File: src/rtl/mult_pkg.sv
// Shared definitions for the sequential multiplier front panel.
//   mult_state_t : controller states (LOAD, RUN, FIX, DONE)
//   BYTE_W       : width of one switch-loaded byte and one product read-back byte
//   abs_mag()    : magnitude of a width-bit value, or the raw value when unsigned
package mult_pkg;

    localparam int BYTE_W = 8;

    typedef enum logic [1:0] {LOAD, RUN, FIX, DONE} mult_state_t;

    // value holds a width-bit operand zero-extended to 64 bits. The result is
    // reduced modulo 2^width, so the most negative operand yields 2^(width-1),
    // which still fits as an unsigned width-bit magnitude.
    function automatic logic [63:0] abs_mag(input logic [63:0] value,
                                            input logic        signed_en,
                                            input int          width);
        logic [63:0] mask;
        mask = (width >= 64) ? '1 : ((64'd1 << width) - 64'd1);
        if (signed_en && value[width-1])
            abs_mag = (~value + 64'd1) & mask;
        else
            abs_mag = value & mask;
    endfunction

endpackage

File: src/rtl/byte_loader.sv
// Debounced byte loader for the multiplier front panel.
//   clk, rst_n : clock, asynchronous active-low reset
//   set        : load request level; one byte is taken per lock cycle
//   unlock     : re-arms set once set has been released
//   enable     : loading is allowed in the current controller state
//   accept     : a byte is taken on this clock
//   last       : byte_idx points at the final load byte
//   byte_idx   : index of the next byte to load
//   byte_we    : one-hot write enable for the byte being taken
module byte_loader #(
    parameter int NBYTES = 4,
    parameter int SEL_W  = 2
) (
    input  logic              clk,
    input  logic              rst_n,
    input  logic              set,
    input  logic              unlock,
    input  logic              enable,
    output logic              accept,
    output logic              last,
    output logic [SEL_W-1:0]  byte_idx,
    output logic [NBYTES-1:0] byte_we
);

    logic lock;

    assign accept = set & ~lock & enable;
    assign last   = (byte_idx == SEL_W'(NBYTES - 1));

    always_comb begin
        byte_we = '0;
        if (accept)
            byte_we[byte_idx] = 1'b1;
    end

    // A held set takes the lock, so only one byte goes in until unlock is
    // seen with set released; set and unlock together leave a taken lock alone.
    always_ff @(posedge clk or negedge rst_n) begin
        if (!rst_n) begin
            lock     <= 1'b0;
            byte_idx <= '0;
        end else begin
            if (accept) begin
                lock     <= 1'b1;
                byte_idx <= last ? '0 : byte_idx + 1'b1;
            end else if (unlock && !set) begin
                lock <= 1'b0;
            end
        end
    end

endmodule

File: src/rtl/seq_mult_controller.sv
// Byte-loaded sequential shift-add multiplier with signed/unsigned mode.
//   clk, rst_n : clock, asynchronous active-low reset
//   inp        : switch byte to load
//   set/unlock : debounced load request pair
//   sgn        : 1 = two's complement multiply, sampled with the last load byte
//   select     : product byte driven on out
//   out        : product[8*select +: 8]
//   busy       : multiply in progress (RUN or FIX)
//   done       : product ready (DONE)
//   byte_idx   : index of the next byte to load
//   setled     : mirror of set
//   unlockled  : mirror of unlock
module seq_mult_controller
    import mult_pkg::*;
#(
    parameter  int WIDTH  = 16,
    localparam int NBYTES = 2 * WIDTH / BYTE_W,
    localparam int SEL_W  = $clog2(NBYTES),
    localparam int CNT_W  = $clog2(WIDTH) + 1
) (
    input  logic             clk,
    input  logic             rst_n,
    input  logic [7:0]       inp,
    input  logic             set,
    input  logic             unlock,
    input  logic             sgn,
    input  logic [SEL_W-1:0] select,
    output logic [7:0]       out,
    output logic             busy,
    output logic             done,
    output logic [SEL_W-1:0] byte_idx,
    output logic             setled,
    output logic             unlockled
);

    mult_state_t        state;
    logic [2*WIDTH-1:0] ab;
    logic [2*WIDTH-1:0] ab_nxt;
    logic [WIDTH-1:0]   a_nxt;
    logic [WIDTH-1:0]   b_nxt;
    logic [WIDTH-1:0]   ma;
    logic [WIDTH-1:0]   mb;
    logic [2*WIDTH-1:0] p;
    logic [2*WIDTH-1:0] pp;
    logic [CNT_W-1:0]   iter;
    logic               neg;
    logic               load_en;
    logic               accept;
    logic               last;
    logic [NBYTES-1:0]  byte_we;

    assign setled    = set;
    assign unlockled = unlock;
    assign load_en   = (state == LOAD) || (state == DONE);

    byte_loader #(
        .NBYTES (NBYTES),
        .SEL_W  (SEL_W)
    ) u_loader (
        .clk      (clk),
        .rst_n    (rst_n),
        .set      (set),
        .unlock   (unlock),
        .enable   (load_en),
        .accept   (accept),
        .last     (last),
        .byte_idx (byte_idx),
        .byte_we  (byte_we)
    );

    // A and B are kept as one vector {B, A} so load byte k is simply ab[8k +: 8].
    // The merged next value lets the final byte feed the magnitude capture directly.
    always_comb begin
        ab_nxt = ab;
        for (int k = 0; k < NBYTES; k++) begin
            if (byte_we[k])
                ab_nxt[BYTE_W*k +: BYTE_W] = inp;
        end
        a_nxt = ab_nxt[WIDTH-1:0];
        b_nxt = ab_nxt[2*WIDTH-1:WIDTH];
    end

    assign pp  = {{WIDTH{1'b0}}, ma} << iter;
    assign out = p[{select, 3'b000} +: BYTE_W];

    always_ff @(posedge clk or negedge rst_n) begin
        if (!rst_n) begin
            state <= LOAD;
            ab    <= '0;
            ma    <= '0;
            mb    <= '0;
            p     <= '0;
            iter  <= '0;
            neg   <= 1'b0;
            busy  <= 1'b0;
            done  <= 1'b0;
        end else begin
            ab <= ab_nxt;
            case (state)
                LOAD: begin
                    if (accept && last) begin
                        ma    <= WIDTH'(abs_mag(64'(a_nxt), sgn, WIDTH));
                        mb    <= WIDTH'(abs_mag(64'(b_nxt), sgn, WIDTH));
                        neg   <= sgn & (a_nxt[WIDTH-1] ^ b_nxt[WIDTH-1]);
                        p     <= '0;
                        iter  <= '0;
                        state <= RUN;
                        busy  <= 1'b1;
                    end
                end
                RUN: begin
                    if (mb[iter[CNT_W-2:0]])
                        p <= p + pp;
                    iter <= iter + 1'b1;
                    if (iter == CNT_W'(WIDTH - 1))
                        state <= FIX;
                end
                FIX: begin
                    // Magnitudes were multiplied; restore the sign of the result.
                    if (neg)
                        p <= -p;
                    state <= DONE;
                    busy  <= 1'b0;
                    done  <= 1'b1;
                end
                DONE: begin
                    if (accept) begin
                        state <= LOAD;
                        done  <= 1'b0;
                    end
                end
                default: state <= LOAD;
            endcase
        end
    end

endmodule
File: config.mk
export PLATFORM = sky130hd
export DESIGN_NAME = seq_mult_controller
export DESIGN_NICKNAME = d
export VERILOG_FILES = /design/src/rtl/mult_pkg.sv /design/src/rtl/byte_loader.sv /design/src/rtl/seq_mult_controller.sv
export SDC_FILE = /design/constraint.sdc
export NUM_CORES = 1
export LEC_CHECK = 0
export ABC_AREA = 1
export BUFFER_PORTS_ARGS = -buffer_cell sky130_fd_sc_hd__clkbuf_2
export CAP_MARGIN = 30
export CORE_MARGIN = 5
export CORE_UTILIZATION = 45
export CTS_CLUSTER_DIAMETER = 60
export DETAILED_ROUTE_END_ITERATION = 6
export HOLD_SLACK_MARGIN = 0.02
export PLACE_DENSITY = 0.64
export SETUP_SLACK_MARGIN = 0.5
export SYNTH_ARGS = -nofsm -noshare
export SYNTH_HDL_FRONTEND = slang
export SYNTH_SLANG_ARGS = --single-unit
File: constraint.sdc
create_clock -name clk -period 3.5 [get_ports clk]
set_input_delay 0.7 -clock clk [delete_from_list [all_inputs] [get_ports clk]]
set_output_delay 0.7 -clock clk [all_outputs]
set_load 0.05 [all_outputs]
==> metrics, run 1 <==
f_max 326 MHz; Die X-Extent 157 um; met2 usage 44.9%; clk slew on worst S/H paths 0.08 ns; initial core utilization 45.9%; Clock Latency Late Sink 0.37 ns; initial antenna violation count 0; vias in the first global route 9,837; Area Overhead vs Synth 19.8%; syn nets 1,624; fin nets 1,674; WP buf/inv 3; IO Pins 29; Initial DRT Pass Iterations 6; Global Route met3 Usage 3.41%; Core ar. 21,200 um^2; most frequent cells in the layout nand2_1, inv_1, nand3_1; Final Hold Violating Endpoints 0; DP HPWL 25,400 um; Max-cap violations 0; run status finished clean; syn avg cell area 6.21 um^2; die height 157 um; setup skew after layout 0.0134 ns; crit-path leading delay family simple AND/OR/NAND/NOR gates; peak supply drop 0.509 mV; Worst-Margin Slew 0.786 ns; ratio of cells with drive above 1 in the final layout 21.4%; drt drc 0; cells along the critical path clkinvlp_4 > nand2_2 > nand2_2 > o21ai_2 > nand2_1 > o21ai_1 > buf_4 > nor2_1 > ha_4 > nand2_1 > nand2_2 > a21oi_2 > inv_1 > a21oi_1 > nand2_1 > nand2_1 > nand2_1 > nand2_1 > nand3_2 > nand2_1 > nand2_1 > nand2_1; top cell type's share of synthesized area 28.1%; Final min period 3.06 ns; Hold Crit Class primary input to asynchronous set/reset pin; Filler Cell Count 2,102; Seq/Total Area, Yosys 28.1%; Cell variety after synth 46; Sink Count 109; Via density 5.58; GRT Total Usage 26.9%; grt total ovfl 0; slowest library cell on the worst path dfrtp_2; Synth Register Bits 109; WP data required 3.80 ns; final WL 33,800 um; GRT busiest layer met2; vias 10,600; fin crit share 87.5%; post-route insts no fill 1,894; Iter 0 DRT Violations 826; Placer Congestion 1.02; cell count after synthesis 1,564; Final ANT Viol Nets 0; headroom to the max-slew limit 47.5%; Critical Path Sink Type flop; Crit path top cell by count nand2_1; GR Layer Usage met1 33.9%; commonest non-fill, non-tap cell in the layout nand2_1; largest cells by area after synthesis dfrtp_1, nand2_1, inv_1; Final setup viols 0; biggest cell delay along the critical path 0.46 ns; Diodes inserted 0; count of hold-fix buffers inserted at cts 0; PD cells 1120 nW/um^2; Yosys Warn Count 0; Final WS setup 0.437 ns; Final Slew Violations 0; detail-routed net length per standard cell 17.8 um; H-tree depth 3; CTS Buffer Depth 2; number of instances in the placed design 1,850; startpoint types flop; unrepaired setup endpoints after global routing true; cts bufs inserted 9; first-pass GRT wire length 52,000 um; CP max FO 8; LEAKAGE 5.80 nW; Critical Path AT 3.37 ns; FF/Latch Area 2730 um^2; IO Port Bufs 28; clock root buffer clkbuf_16; CTS tree built; dpl ws -0.0930 ns; WS Path Type flop to flop; row cnt 53; post-synthesis instance area 9710 um^2; maximum number of pins on one net before global-route repair 47; area taken by multi-input logic gates 6880 um^2; die footprint 24,600 um^2; leading area contributor after synthesis dfrtp_1
[cells by family (layout without fill, tap and decap cells)]
logic type / after synthesis / count (layout) / synth area share (%)
simple gates: 855 / 855 / 37.5
buf+inv: 249 / 304 / 10.3
fa+ha+maj: 45 / 45 / 5.88
compound gates: 287 / 287 / 16.5
xor+xnor: 19 / 19 / 1.71
flops: 109 / 109 / 28.1
[registers in the layout (all words and copies together) (netlist names)]
name and cells:
ab 32, iter 5, p 32, neg 1
busy 1, state 2, u_loader.lock 1, u_loader.byte_idx 2
done 1, mb 16, ma 16
[stage by stage]
step / setup TNS [ns] / power [mW] / instance area [um^2] / utilization (%) / hold WS (ns)
floorplan: 0 / 7.60 / 9710 / - / 0.404
detailed placement: -0.0930 / 9.86 / 10200 / 48.2 / 0.466
finish: 0 / 13.0 / 11600 / 55.0 / 0.311
CTS: 0 / 11.6 / 10900 / 51.5 / 0.331
global placement: -0.104 / 9.80 / 10200 / 48.2 / 0.466
global route: 0 / 14.0 / 11600 / 55.0 / 0.343
[synthesized netlist by cell type (all sizes together)]
library cell	instances
nand2	522
inv	200
o21ai	162
nor2	153
nand3	131
dfrtp	109
a21oi	81
ha	44
buf	26
clkbuf	22
nand4	20
xor2	18
nor3	15
o22ai	11
o21bai	8
o221ai	8
nand3b	4
o211ai	4
o21a	4
a31oi	3
and2	3
or2	3
a2bb2oi	2
nor3b	2
nor4	2
o31ai	2
a21o	1
clkinv	1
fa	1
o22a	1
xnor2	1
[area by class of cell]
type	count	share of cell area (%)
Multi-Input combinational cell	1206	59.2
Sequential cell	109	23.5
Tap cell	275	2.96
Timing Repair inverter	1	0.0645
Timing Repair Buffer	86	5.25
Clock buffer	9	1.94
Clock inverter	7	0.667
Inverter	201	6.51
[worst paths after layout]
path / startpoint / to / slack (ns) / cells past startpoint
min: rst_n / ab[11] / 0.31 / 1
max in group asynchronous: rst_n / iter[3] / 2.46 / 2
max: iter[0] / p[21] / 0.44 / 22
min in group clk: mb[0] / mb[0] / 0.48 / 2
min reg2reg: mb[0] / mb[0] / 0.48 / 2
max reg2reg: iter[0] / p[21] / 0.44 / 22
[worst register-to-register path, cell delays in order (launching register included)]
cell and delay [ns]:
dfrtp_2 0.46, clkinvlp_4 0.19, nand2_2 0.07, nand2_2 0.08, o21ai_2 0.07, nand2_1 0.06
o21ai_1 0.06, buf_4 0.14, nor2_1 0.33, ha_4 0.29, nand2_1 0.09, nand2_2 0.09
a21oi_2 0.15, inv_1 0.05, a21oi_1 0.11, nand2_1 0.13, nand2_1 0.12, nand2_1 0.05
nand2_1 0.07, nand3_2 0.13, nand2_1 0.12, nand2_1 0.05, nand2_1 0.07
[where the power goes]
group          leakage [nW]  total [mW]  internal (mW)  switching, mW
sequential             1.33        2.31           1.78          0.537
clock                 0.149        1.08          0.510          0.573
combinational          4.31        9.58           3.31           6.27
total                  5.80        13.0           5.60           7.38
[per-layer routing]
metal | part of all wire [%] | wire length (um)
met4 | 6.7 | 2260
met3 | 5.6 | 1890
met2 | 48 | 16100
met1 | 40 | 13500
met5 | 0 | 0
[repair_timing]
| item | CTS | global route |
|---|---|---|
| pin swaps | 38 | 62 |
| setup buffers | 13 | 13 |
| gates resized for setup | 107 | 167 |
| cloned | 2 | 0 |
| endpoints found under the setup margin | 25 | 31 |
Note: power is estimated with default switching activity, not from simulation.
==> run 2, diff against run 1 <==
RECOVER_POWER = 50   (was unset)
SLEW_MARGIN = 15   (was unset)
==> metrics, run 2 (same netlist as run 1, synthesis figures left out) <==
biggest cell delay along the critical path 0.46 ns; unrepaired setup endpoints after global routing true; CTS tree built; Sink Count 109; Critical Path AT 3.37 ns; CP max FO 8; initial core utilization 45.9%; Area Overhead vs Synth 19.7%; most frequent cells in the layout nand2_1, inv_1, nand3_1; detail-routed net length per standard cell 17.8 um; fin area 11,600 um^2; Via density 5.56; Max-cap violations 1; startpoint types flop; drt drc 0; DP HPWL 25,400 um; Filler Cell Count 2,103; Die X-Extent 157 um; LEAKAGE 5.78 nW; Final Hold Violating Endpoints 0; IO Port Bufs 28; Final ANT Viol Nets 0; WP data required 3.80 ns; Critical Path Sink Type flop; Final Slew Violations 44; Final min period 3.07 ns; row cnt 53; die footprint 24,600 um^2; Core ar. 21,200 um^2; headroom to the max-slew limit -60.5%; WHS 0.483 ns; Diodes inserted 0; Clock Latency Late Sink 0.37 ns; Post-Place Cell Area 10,200 um^2; setup skew after layout 0.0137 ns; Hold Crit Class flop to flop; fin crit share 87.7%; fin nets 1,674; run status finished with violations; largest registers ab x32, p x32; Worst-Margin Slew 2.41 ns; clk slew on worst S/H paths 0.08 ns; maximum number of pins on one net before global-route repair 47; area taken by multi-input logic gates 6880 um^2; Placer Congestion 1.02; vias 10,500; commonest non-fill, non-tap cell in the layout nand2_1; Initial DRT Pass Iterations 6; die height 157 um; Crit path top cell by count nand2_1; vias in the first global route 9,837; WS Path Type flop to flop; slowest library cell on the worst path dfrtp_2; Iter 0 DRT Violations 842; clock root buffer clkbuf_16; GRT Total Usage 26.9%; first-pass GRT wire length 52,000 um; failing checks max-capacitance violations, max-slew violations; f_max 326 MHz; H-tree depth 3; Final setup viols 0; cells along the critical path clkinvlp_4 > nand2_2 > nand2_2 > o21ai_2 > nand2_1 > o21ai_1 > buf_4 > nor2_1 > ha_4 > nand2_1 > nand2_2 > a21oi_2 > inv_1 > a21oi_1 > nand2_1 > nand2_1 > nand2_1 > nand2_1 > nand3_2 > nand2_1 > nand2_1 > nand2_1; IO Pins 29; initial antenna violation count 0; cts bufs inserted 9; FF/Latch Area 2730 um^2; PD cells 1120 nW/um^2; CTS Buffer Depth 2; final WL 33,800 um; ratio of cells with drive above 1 in the final layout 21.1%; grt total ovfl 0; peak supply drop 0.512 mV
## run 2: changes by cell type in the layout (fill, tap and decap cells not counted), sizes merged
cell	delta
clkbuf	+3
buf	-3
## run 2: worst paths after layout
check                        start      to  slack (ns)  cells past startpoint
max                        iter[0]   p[21]        0.43                     22
min                          mb[0]   mb[0]        0.48                      2
max reg2reg                iter[0]   p[21]        0.43                     22
min reg2reg                  mb[0]   mb[0]        0.48                      2
max in group asynchronous    rst_n  ma[12]        0.81                      2
min in group asynchronous    rst_n  ab[11]        1.05                      1
## run 2: report_power, final
part / internal (mW) / switching, mW / leakage [nW]
combinational: 3.31 / 6.26 / 4.30
sequential: 1.78 / 0.537 / 1.33
clock: 0.510 / 0.575 / 0.149
total: 5.59 / 7.37 / 5.78
## run 2: repair_timing
action	4_1_cts	5_1_grt
hold buffers	0	0
resized for setup	107	167
pin swaps	38	62
setup buffers	13	13
cloned	2	0
hold endpoints to repair	0	0
endpoints found under the setup margin	25	31
## run 2: worst max-delay path: cells and delay by family (launching register included)
family,cells,cell delay (ns)
AND/OR/NAND/NOR,14,1.47
flip-flops,1,0.46
AO/OA/AOI/OAI,4,0.39
buffers and inverters,3,0.38
adder cells (fa/ha/maj),1,0.29
## run 2: layer usage
layer | up-vias | track usage (%) | share of wire (%)
met5 | - | 0 | 0
met4 | 0 | 14.6 | 6.4
met3 | 123 | 3.41 | 5.3
met2 | 384 | 44.9 | 48
met1 | 4858 | 33.9 | 40
li1 | 5174 | - | -
## run 2: per-stage QoR
stage          power [mW]  std cells  setup slack [ns]  setup TNS [ns]  utilization (%)
6_report             13.0       1894             0.429               0             54.9
5_1_grt              14.0       1894             0.242               0             54.9
4_1_cts              11.6       1881             0.468               0             51.5
3_5_place_dp         9.86       1850           -0.0930         -0.0930             48.2
3_3_place_gp         9.80       1850            -0.104          -0.104             48.2
2_1_floorplan        7.60       1564             0.548               0                -
## run 2: area by class of cell
class | instances | area share, %
clock buffers | 9 | 1.94
clock inverters | 7 | 0.668
inverters | 201 | 6.52
multi-input cells | 1206 | 59.2
flip-flops and latches | 109 | 23.5
well taps | 275 | 2.96
repair buffers | 86 | 5.14
repair inverters | 1 | 0.0646
